### src/rtl/rsa_link_pkg.sv
// Shared definitions for the RSA ciphertext UART link: frame constants,
// the serializer state encoding and the frame checksum / byte selection helpers.
package rsa_link_pkg;

  localparam logic [7:0]  SYNC_BYTE_DEFAULT = 8'hA5;
  localparam int unsigned FRAME_BYTES       = 4;

  typedef enum logic [2:0] {
    IDLE  = 3'd0,
    START = 3'd1,
    DATA  = 3'd2,
    STOP  = 3'd3,
    NEXT  = 3'd4
  } framer_state_e;

  function automatic logic [7:0] frame_chk(input logic [7:0] sync, input logic [15:0] ct);
    return sync ^ ct[15:8] ^ ct[7:0];
  endfunction

  // Frame byte order on the wire: SYNC, CT high, CT low, CHK.
  function automatic logic [7:0] frame_byte(input logic [1:0]  idx,
                                            input logic [7:0]  sync,
                                            input logic [15:0] ct,
                                            input logic [7:0]  chk);
    logic [7:0] b;
    case (idx)
      2'd0:    b = sync;
      2'd1:    b = ct[15:8];
      2'd2:    b = ct[7:0];
      default: b = chk;
    endcase
    return b;
  endfunction

endpackage

### src/rtl/uart_tx_byte.sv
// 8N1 byte serializer. A start request accepted in the last cycle of a stop bit
// begins the next start bit immediately, so consecutive bytes have no idle gap.
module uart_tx_byte
  import rsa_link_pkg::*;
#(
  parameter int unsigned CLKS_PER_BIT = 104
) (
  input  logic       clk,
  input  logic       rst_n,
  input  logic       start_i,
  input  logic [7:0] data_i,
  output logic       tx_o,
  output logic       busy_o,
  output logic       done_o
);

  localparam int unsigned      CNT_W    = (CLKS_PER_BIT > 1) ? $clog2(CLKS_PER_BIT) : 1;
  localparam logic [CNT_W-1:0] CNT_LAST = CNT_W'(CLKS_PER_BIT - 1);

  framer_state_e    state_q, state_d;
  logic [CNT_W-1:0] cnt_q, cnt_d;
  logic [2:0]       bit_q, bit_d;
  logic [7:0]       shreg_q, shreg_d;
  logic             tx_q, tx_d;
  logic             bit_end_s;

  assign bit_end_s = (cnt_q == CNT_LAST);
  assign done_o    = (state_q == STOP) && bit_end_s;
  assign busy_o    = (state_q != IDLE);
  assign tx_o      = tx_q;

  // Next-state: the baud counter reloads at every bit boundary.
  always_comb begin
    state_d = state_q;
    cnt_d   = cnt_q;
    bit_d   = bit_q;
    shreg_d = shreg_q;
    tx_d    = tx_q;
    case (state_q)
      IDLE: begin
        cnt_d = CNT_W'(0);
        if (start_i) begin
          state_d = START;
          shreg_d = data_i;
          tx_d    = 1'b0;
        end else begin
          tx_d = 1'b1;
        end
      end
      START: begin
        if (bit_end_s) begin
          state_d = DATA;
          cnt_d   = CNT_W'(0);
          bit_d   = 3'd0;
          tx_d    = shreg_q[0];
          shreg_d = {1'b0, shreg_q[7:1]};
        end else begin
          cnt_d = cnt_q + CNT_W'(1);
        end
      end
      DATA: begin
        if (bit_end_s) begin
          cnt_d = CNT_W'(0);
          if (bit_q == 3'd7) begin
            state_d = STOP;
            tx_d    = 1'b1;
          end else begin
            bit_d   = bit_q + 3'd1;
            tx_d    = shreg_q[0];
            shreg_d = {1'b0, shreg_q[7:1]};
          end
        end else begin
          cnt_d = cnt_q + CNT_W'(1);
        end
      end
      STOP: begin
        if (bit_end_s) begin
          cnt_d = CNT_W'(0);
          if (start_i) begin
            state_d = START;
            shreg_d = data_i;
            tx_d    = 1'b0;
          end else begin
            state_d = IDLE;
            tx_d    = 1'b1;
          end
        end else begin
          cnt_d = cnt_q + CNT_W'(1);
        end
      end
      default: begin
        state_d = IDLE;
        cnt_d   = CNT_W'(0);
        bit_d   = 3'd0;
        tx_d    = 1'b1;
      end
    endcase
  end

  // State register; the line idles high out of reset.
  always_ff @(posedge clk or negedge rst_n) begin
    if (!rst_n) begin
      state_q <= IDLE;
      cnt_q   <= CNT_W'(0);
      bit_q   <= 3'd0;
      shreg_q <= 8'd0;
      tx_q    <= 1'b1;
    end else begin
      state_q <= state_d;
      cnt_q   <= cnt_d;
      bit_q   <= bit_d;
      shreg_q <= shreg_d;
      tx_q    <= tx_d;
    end
  end

endmodule

### src/rtl/rsa_ct_uart_framer.sv
// Frames each new rsa_encryptor ciphertext as SYNC, CT[15:8], CT[7:0], CHK over
// UART 8N1, holding one pending result while a frame is on the line.
module rsa_ct_uart_framer
  import rsa_link_pkg::*;
#(
  parameter int unsigned CLKS_PER_BIT = 104,
  parameter logic [7:0]  SYNC_BYTE    = SYNC_BYTE_DEFAULT
) (
  input  logic        clk,
  input  logic        rst_n,
  input  logic        ct_valid,
  input  logic [15:0] ciphertext,
  output logic        tx,
  output logic        busy,
  output logic        frame_sent,
  output logic        overrun
);

  localparam logic [1:0] LAST_BYTE = 2'(FRAME_BYTES - 1);

  logic        ct_valid_q;
  logic [15:0] ct_q, ct_d;
  logic [7:0]  chk_q, chk_d;
  logic [1:0]  byte_idx_q, byte_idx_d;
  logic [15:0] pend_q, pend_d;
  logic        pend_full_q, pend_full_d;
  logic        overrun_q, overrun_d;
  logic        frame_sent_q, frame_sent_d;
  logic        busy_q, busy_d;

  logic        accept_s;
  logic        taken_s;
  logic        ser_start_s;
  logic [7:0]  ser_data_s;
  logic        ser_busy_s;
  logic        ser_done_s;

  assign accept_s = ct_valid && !ct_valid_q;

  uart_tx_byte #(
    .CLKS_PER_BIT(CLKS_PER_BIT)
  ) u_tx (
    .clk    (clk),
    .rst_n  (rst_n),
    .start_i(ser_start_s),
    .data_i (ser_data_s),
    .tx_o   (tx),
    .busy_o (ser_busy_s),
    .done_o (ser_done_s)
  );

  // Byte sequencing. At the end of the last byte the stored pending entry wins;
  // a coinciding accept then starts directly only if nothing was pending.
  always_comb begin
    ct_d         = ct_q;
    chk_d        = chk_q;
    byte_idx_d   = byte_idx_q;
    pend_d       = pend_q;
    pend_full_d  = pend_full_q;
    overrun_d    = overrun_q;
    frame_sent_d = 1'b0;
    ser_start_s  = 1'b0;
    ser_data_s   = SYNC_BYTE;
    taken_s      = 1'b0;

    if (!ser_busy_s) begin
      if (accept_s) begin
        ct_d        = ciphertext;
        chk_d       = frame_chk(SYNC_BYTE, ciphertext);
        byte_idx_d  = 2'd0;
        ser_start_s = 1'b1;
        taken_s     = 1'b1;
      end else begin
        ser_start_s = 1'b0;
      end
    end else if (ser_done_s) begin
      if (byte_idx_q != LAST_BYTE) begin
        byte_idx_d  = byte_idx_q + 2'd1;
        ser_start_s = 1'b1;
        ser_data_s  = frame_byte(byte_idx_d, SYNC_BYTE, ct_q, chk_q);
      end else begin
        frame_sent_d = 1'b1;
        byte_idx_d   = 2'd0;
        if (pend_full_q) begin
          ct_d        = pend_q;
          chk_d       = frame_chk(SYNC_BYTE, pend_q);
          pend_full_d = 1'b0;
          ser_start_s = 1'b1;
        end else if (accept_s) begin
          ct_d        = ciphertext;
          chk_d       = frame_chk(SYNC_BYTE, ciphertext);
          ser_start_s = 1'b1;
          taken_s     = 1'b1;
        end else begin
          ser_start_s = 1'b0;
        end
      end
    end else begin
      ser_start_s = 1'b0;
    end

    if (accept_s && !taken_s) begin
      if (!pend_full_d) begin
        pend_d      = ciphertext;
        pend_full_d = 1'b1;
      end else begin
        overrun_d = 1'b1;
      end
    end else begin
      overrun_d = overrun_q;
    end

    busy_d = ser_start_s | (ser_busy_s & ~ser_done_s) | pend_full_d | frame_sent_d;
  end

  // Framer registers; reset discards any frame in flight and the pending entry.
  always_ff @(posedge clk or negedge rst_n) begin
    if (!rst_n) begin
      ct_valid_q   <= 1'b0;
      ct_q         <= 16'd0;
      chk_q        <= 8'd0;
      byte_idx_q   <= 2'd0;
      pend_q       <= 16'd0;
      pend_full_q  <= 1'b0;
      overrun_q    <= 1'b0;
      frame_sent_q <= 1'b0;
      busy_q       <= 1'b0;
    end else begin
      ct_valid_q   <= ct_valid;
      ct_q         <= ct_d;
      chk_q        <= chk_d;
      byte_idx_q   <= byte_idx_d;
      pend_q       <= pend_d;
      pend_full_q  <= pend_full_d;
      overrun_q    <= overrun_d;
      frame_sent_q <= frame_sent_d;
      busy_q       <= busy_d;
    end
  end

  assign busy       = busy_q;
  assign frame_sent = frame_sent_q;
  assign overrun    = overrun_q;

endmodule
### config.mk
export PLATFORM = sky130hd
export DESIGN_NAME = rsa_ct_uart_framer
export DESIGN_NICKNAME = d
export VERILOG_FILES = /design/src/rtl/rsa_link_pkg.sv /design/src/rtl/uart_tx_byte.sv /design/src/rtl/rsa_ct_uart_framer.sv
export SDC_FILE = /design/constraint.sdc
export NUM_CORES = 1
export LEC_CHECK = 0
export CORE_ASPECT_RATIO = 1.2
export CORE_MARGIN = 2
export CORE_UTILIZATION = 40
export DETAILED_ROUTE_END_ITERATION = 10
export GPL_ROUTABILITY_DRIVEN = 0
export HOLD_SLACK_MARGIN = 0.05
export PLACE_DENSITY_LB_ADDON = 0.12
export SLEW_MARGIN = 15
export SYNTH_ARGS = -nofsm -noshare
export SYNTH_HDL_FRONTEND = slang
export SYNTH_HIERARCHICAL = 1
export SYNTH_SLANG_ARGS = --single-unit
### constraint.sdc
create_clock -name clk -period 3.7 [get_ports clk]
set_clock_uncertainty 0.05 [all_clocks]
set_input_delay 1.11 -clock clk [delete_from_list [all_inputs] [get_ports clk]]
set_output_delay 1.11 -clock clk [all_outputs]
set_load 0.01 [all_outputs]
[Yosys cells after proc, flatten, opt, wreduce, memory -nomap -nowiden]
Index checks and enable logic that the tools add are counted.
Word-level totals
  register bits: 69
  bits of input ports: 19
  output and inout bits: 4
  word-level logic and storage cells: 123
Cells by class
  add/subtract/negate cells: 3
  eq/ne operators: 16
  multiplexer cells: 59
  bitwise logic cells: 11
  reductions and logical operators: 20
Operators by type and width (number)
  $mux 8: 13
  $mux 16: 5
  $pmux 8 s4: 1
  $mux 3: 8
  $pmux 8 s3: 1
  $mux 1: 22
  $xor 8x8->8: 2
  $mux 7: 2
  $pmux 3 s4: 1
  $ne 2x1->1 const B: 5
  $reduce_and 5->1: 2
  $pmux 3 s3: 1
  $mux 2: 4
  $ne 2x2->1 const B: 4
  $not 4->4: 2
  $reduce_and 2->1: 4
  $add 7x1->7 const B: 1
  $eq 7x7->1 const B: 1
  $eq 3x2->1 const B: 2
  $pmux 1 s4: 1
  $reduce_and 4->1: 1
  $reduce_bool 4->1: 1
  $add 3x1->3 const B: 1
  $eq 3x1->1 const B: 1
  16 further kinds: 23

[Longest topological paths before layout]
  depth in word-level cells: 12
  gate-level depth with buffers: 13
  depth with buffers taken out: 9

[Hierarchy]
The synthesis kept the hierarchy.
By module, submodules not included
  rsa_ct_uart_framer: times used 1, cells each 241, area an instance 2612.5 µm², sequential area each 1176.1 µm²
  uart_tx_byte: times used 1, cells each 135, area an instance 1310.0 µm², sequential area each 526.8 µm²

[Worst setup path after synthesis]
OpenSTA, ideal clock, no wires.
  path type: reg-to-reg
  start: register u_tx.cnt_q[0]
  end: register pend_q[10]
  setup time: 0.125 ns
  arrival: 2.316 ns
  data required time: 3.525 ns
  setup slack: 1.209 ns
  stages on the path, launching flop included: 10
  path buffers: 3
  period minus slack after synthesis: 2.491 ns
  cell sequence: dfrtp_1 ha_1 and3_1 buf_6 and3_2 buf_6 a21o_2 a211oi_4 buf_12 mux2_4
On the way
  longest elaborated chain between the ends: 7
  elaborated cells between the ends (all ways): 10
  those cells by class: 1 x eq/ne; 4 x mux; 1 x bitwise; 4 x reduce/logical
RTL lines
  from (decl): line uart_tx_byte.sv:21  | logic [CNT_W-1:0] cnt_q, cnt_d;
  from (signal assigned): line uart_tx_byte.sv:110  | cnt_q <= cnt_d;
  $eq 7x7->1 (*): line uart_tx_byte.sv:27  | assign bit_end_s = (cnt_q == CNT_LAST);
  $logic_and 1x1->1 (*): line uart_tx_byte.sv:28  | assign done_o = (state_q == STOP) && bit_end_s;
  via ser_done_s: line rsa_ct_uart_framer.sv:36  | logic ser_done_s;
  $mux 1: line rsa_ct_uart_framer.sv:76  | end else if (ser_done_s) begin
  $mux 1: line rsa_ct_uart_framer.sv:66  | if (!ser_busy_s) begin
  $logic_not 1->1: line rsa_ct_uart_framer.sv:102  | if (accept_s && !taken_s) begin
  $logic_and 1x1->1: line rsa_ct_uart_framer.sv:102
  $reduce_and 2->1 (no source line) (*)
  to (signal assigned): line rsa_ct_uart_framer.sv:133  | pend_q <= pend_d;
  to (decl): line rsa_ct_uart_framer.sv:25  | logic [15:0] pend_q, pend_d;
The timed path passes the listed nets; every way through them passes the cells marked *.
A chain may end at the register's enable or synchronous reset.

[Final worst setup path]
  start: input ct_valid
  end: register u_tx.shreg_q[4]
On the way
  longest elaborated chain between the ends: 9
RTL lines
  from (decl): line rsa_ct_uart_framer.sv:11  | input logic ct_valid,
  $logic_and 1x1->1 (*): line rsa_ct_uart_framer.sv:38  | assign accept_s = ct_valid && !ct_valid_q;
  $mux 1 (*): line rsa_ct_uart_framer.sv:67, rsa_ct_uart_framer.sv:89
  $mux 1: line rsa_ct_uart_framer.sv:84  | if (pend_full_q) begin
  $mux 1: line rsa_ct_uart_framer.sv:77  | if (byte_idx_q != LAST_BYTE) begin
  $mux 1: line rsa_ct_uart_framer.sv:76
  $mux 1 (*): line rsa_ct_uart_framer.sv:66
  via ser_start_s: line rsa_ct_uart_framer.sv:33  | logic ser_start_s;
  $mux 8 (*)
  $mux 8
  $pmux 8 s4 (*)
  to (signal assigned): line uart_tx_byte.sv:112  | shreg_q <= shreg_d;
  to (decl): line uart_tx_byte.sv:23  | logic [7:0] shreg_q, shreg_d;
The timed path passes the listed nets; every way through them passes the cells marked *. The select of a mux whose other input is x is not followed.

==> out/qor.txt <==
Pre-Repair DR Iteration Count: 5
Setup TNS: 0 ns
Die Span Y: 112 um
Final WL: 9.24 mm
# diodes: 0
Grt ovf: 0
Pleak: 1.99 nW
Initial Utilization: 41.2%
CTS Buf Count: 9
CP arrival: 2.87 ns
Antenna viol nets, final: 0
Startpoint class of the critical path: input pin
DR DRC count: 0
Maximum VDD drop: 256 uV
Flops & latches, synth: 68
Syn nets: 408
Post-synthesis compound-gate area fraction: 21.0%
Post-synth top area share: 42.7%
Root buf cell: clkbuf_16
Largest family of logic cells by synthesized area: compound AO/OA/AOI/OAI gates
Vias post-DR: 2966
Initial antenna violation count: 0
Minimum clock period: 2.64 ns
Largest area contributor in the netlist: dfrtp_1
Vias per cell: 5.70
Hold Crit Class: flip-flop to flip-flop
# port buffers: 22
Power, Total: 1.96 mW
Final hold vios: 0
Post-DP HPWL: 6.10 mm
Number of clock sinks: 68
# nets final: 424
DR WL/cell: 17.8 um
Slew HR: 50.1%
Peak Freq: 379 MHz
Post-Synthesis Cells: 376
Worst setup EP type: flip-flop
Switch Pwr: 433 uW
Avg Cell Area, Syn: 10.4 um^2
Post-CTS setup buffers: 0
Largest net degree at the start of global routing: 69
Unrepaired setup endpoints after global routing: no
Ys async rst share: 100%
Die ar.: 0.0106 mm^2
Top FF cell, synth: dfrtp_1
Cell variety after synth: 53
First-pass GRT wire length: 15.6 mm
Adder-Cell Fraction of Synth Area: 4.15%
Post-synthesis xor/xnor area fraction: 4.47%
Design Area, Final: 0.00456 mm^2
Worst EP required: 3.93 ns
Sequential Power Share: 41.2%
CTS resizes: 0
Slew @ Worst Pin: 0.748 ns
Placed Area: 0.00423 mm^2
Chip width: 94.4 um
Clock transition at path regs: 0.06 ns
Post-synth EDFFs: 0
YS warnings: 6
Area delta synth->final: 16.4%
Total track usage: 19.1%
CP max FO: 9
Multiplexer area fraction after synthesis: 7.37%
Clock network fraction of total power: 49.3%
Top post-synthesis cells by area: dfrtp_1 (43%), ha_1 (4.1%), mux2_4 (3.8%)
Ports: 23
Number of global-route vias before repair: 2993
Finish-stage setup viols: 0
Final Max Tran Viols: 0
Share of cells above drive strength 1: 14.1%
Type of the worst setup path: input pin to flip-flop
Gate power share: 9.5%
DRT iter0 DRCs: 202
Seq/Total Area, Yosys: 43.4%
Number of max-cap violations: 0
Final period util: 71.3%
Sw Ratio: 22.1%
Core Region: 0.00952 mm^2
Clk_lat worst skew: 0.34 ns
Mapped Area: 0.00392 mm^2
Cell Int Power: 1.53 mW
Final design utilization: 48.0%
CTS tree: done
Hold-fix buffers at CTS: 0
Worst-case clock buffer depth: 2
Row cnt: 39
H-tree levels: 3
Pwr per Cell Area: 430 mW/mm^2
Synth Area in Simple Gates: 14.4%
Run status: complete, no violations
-- routing by layer --
| layer | track usage [%] | share of wire (%) | vias to the layer above |
|---|---|---|---|
| li1 | - | - | 1422 |
| met2 | 31.4 | 50 | 39 |
| met1 | 24.5 | 46 | 1497 |
| met5 | 0 | 0 | - |
| met3 | 3.83 | 2.3 | 8 |
| met4 | 7.83 | 1.7 | 0 |
-- cell usage after synthesis, types with 9 or more instances --
master      n
dfrtp_1    67
nand2_1    30
and3_1     19
a31oi_1    17
o21ai_0    17
clkbuf_1   16
o2bb2ai_1  16
a21oi_1    13
ha_1       13
nand3_1    12
inv_1      11
xnor2_1    11
mux2_4     10
xor2_1      9
-- power groups by stage --
| stage | combinational [mW] | clock [mW] | sequential [mW] |
|---|---|---|---|
| finish | 0.186 | 0.969 | 0.809 |
| CTS | 0.190 | 0.991 | 0.809 |
| global route | 0.207 | 1.03 | 0.815 |
| detailed placement | 0.189 | 0 | 0.821 |
| global placement | 0.188 | 0 | 0.822 |
| floorplan | 0.124 | 0 | 0.815 |
-- registers in the layout (all words and copies together) (netlist names), 2 cells and up --
register / flops
ct_q: 16
u_tx/bit_q: 3
chk_q: 8
u_tx/shreg_q: 8
byte_idx_q: 2
u_tx/cnt_q: 7
pend_q: 16
u_tx/state_q: 2
-- final cells by class --
type                       count  area [um^2]
multi-input combinational    269         2020
fill                         882         4950
tap                          123          154
timing repair buffer          33          310
inverter                      11         41.3
clock buffer                  13          270
sequential                    68         1700
clock inverter                 3         67.6
-- cell families (layout without fill, tap and decap cells) --
logic type / after synthesis / count (layout)
muxes: 23 / 23
AOI/OAI and AO/OA: 110 / 110
DFF: 68 / 68
adders and majority gates: 13 / 13
and+or+nand+nor: 103 / 103
xor gates and xnor gates: 20 / 20
buffers and inverters: 39 / 60
-- worst paths after layout --
kind	startpoint	endpoint	slack [ns]	cells past startpoint
worst max register to register	u_tx/state_q[1]	u_tx/shreg_q[4]	1.09	10
worst max-delay path	ct_valid	u_tx/shreg_q[4]	1.06	8
worst min register to register	u_tx/cnt_q[0]	u_tx/cnt_q[0]	0.42	1
min in group asynchronous	rst_n	u_tx/bit_q[1]	0.72	2
max in group asynchronous	rst_n	u_tx/tx_o	2.52	2
worst min-delay path	u_tx/cnt_q[0]	u_tx/cnt_q[0]	0.42	1
-- per-stage QoR --
| stage | setup WS (ns) | hold WS (ns) | std cells |
|---|---|---|---|
| floorplan | 1.21 | 0.383 | 376 |
| global placement | 0.770 | 0.398 | 504 |
| detailed placement | 0.732 | 0.416 | 504 |
| CTS | 1.08 | 0.425 | 520 |
| global route | 0.797 | 0.455 | 520 |
| finish | 1.06 | 0.416 | 520 |
-- cell usage in the layout, fill, tap and decap left out, types with 4 or more instances in the layout --
cell	instances
a22oi_1	7
xor2_1	9
clkbuf_16	9
ha_1	13
mux2_4	10
o2bb2ai_1	16
nand3_1	12
a221oi_1	4
inv_1	11
a32o_1	8
mux2_2	7
nor2_1	8
nor2b_1	8
nand2_1	30
xnor2_1	11
clkdlybuf4s50_1	21
a211o_1	6
and2_1	5
mux2i_1	6
dfrtp_1	67
buf_4	10
a21oi_1	13
nor3_1	8
o21ai_0	17
a31oi_1	17
and3_1	19
a221o_1	4
o211ai_1	4
-- critical path, cell delays in order --
cell	delay [ns]
clkdlybuf4s50_1	0.49
nand2b_1	0.17
a2bb2oi_1	0.19
buf_4	0.18
nor2b_1	0.34
nand2_1	0.09
a22oi_1	0.17
a211o_1	0.12
No activity file was read; power rests on OpenSTA's default activity.
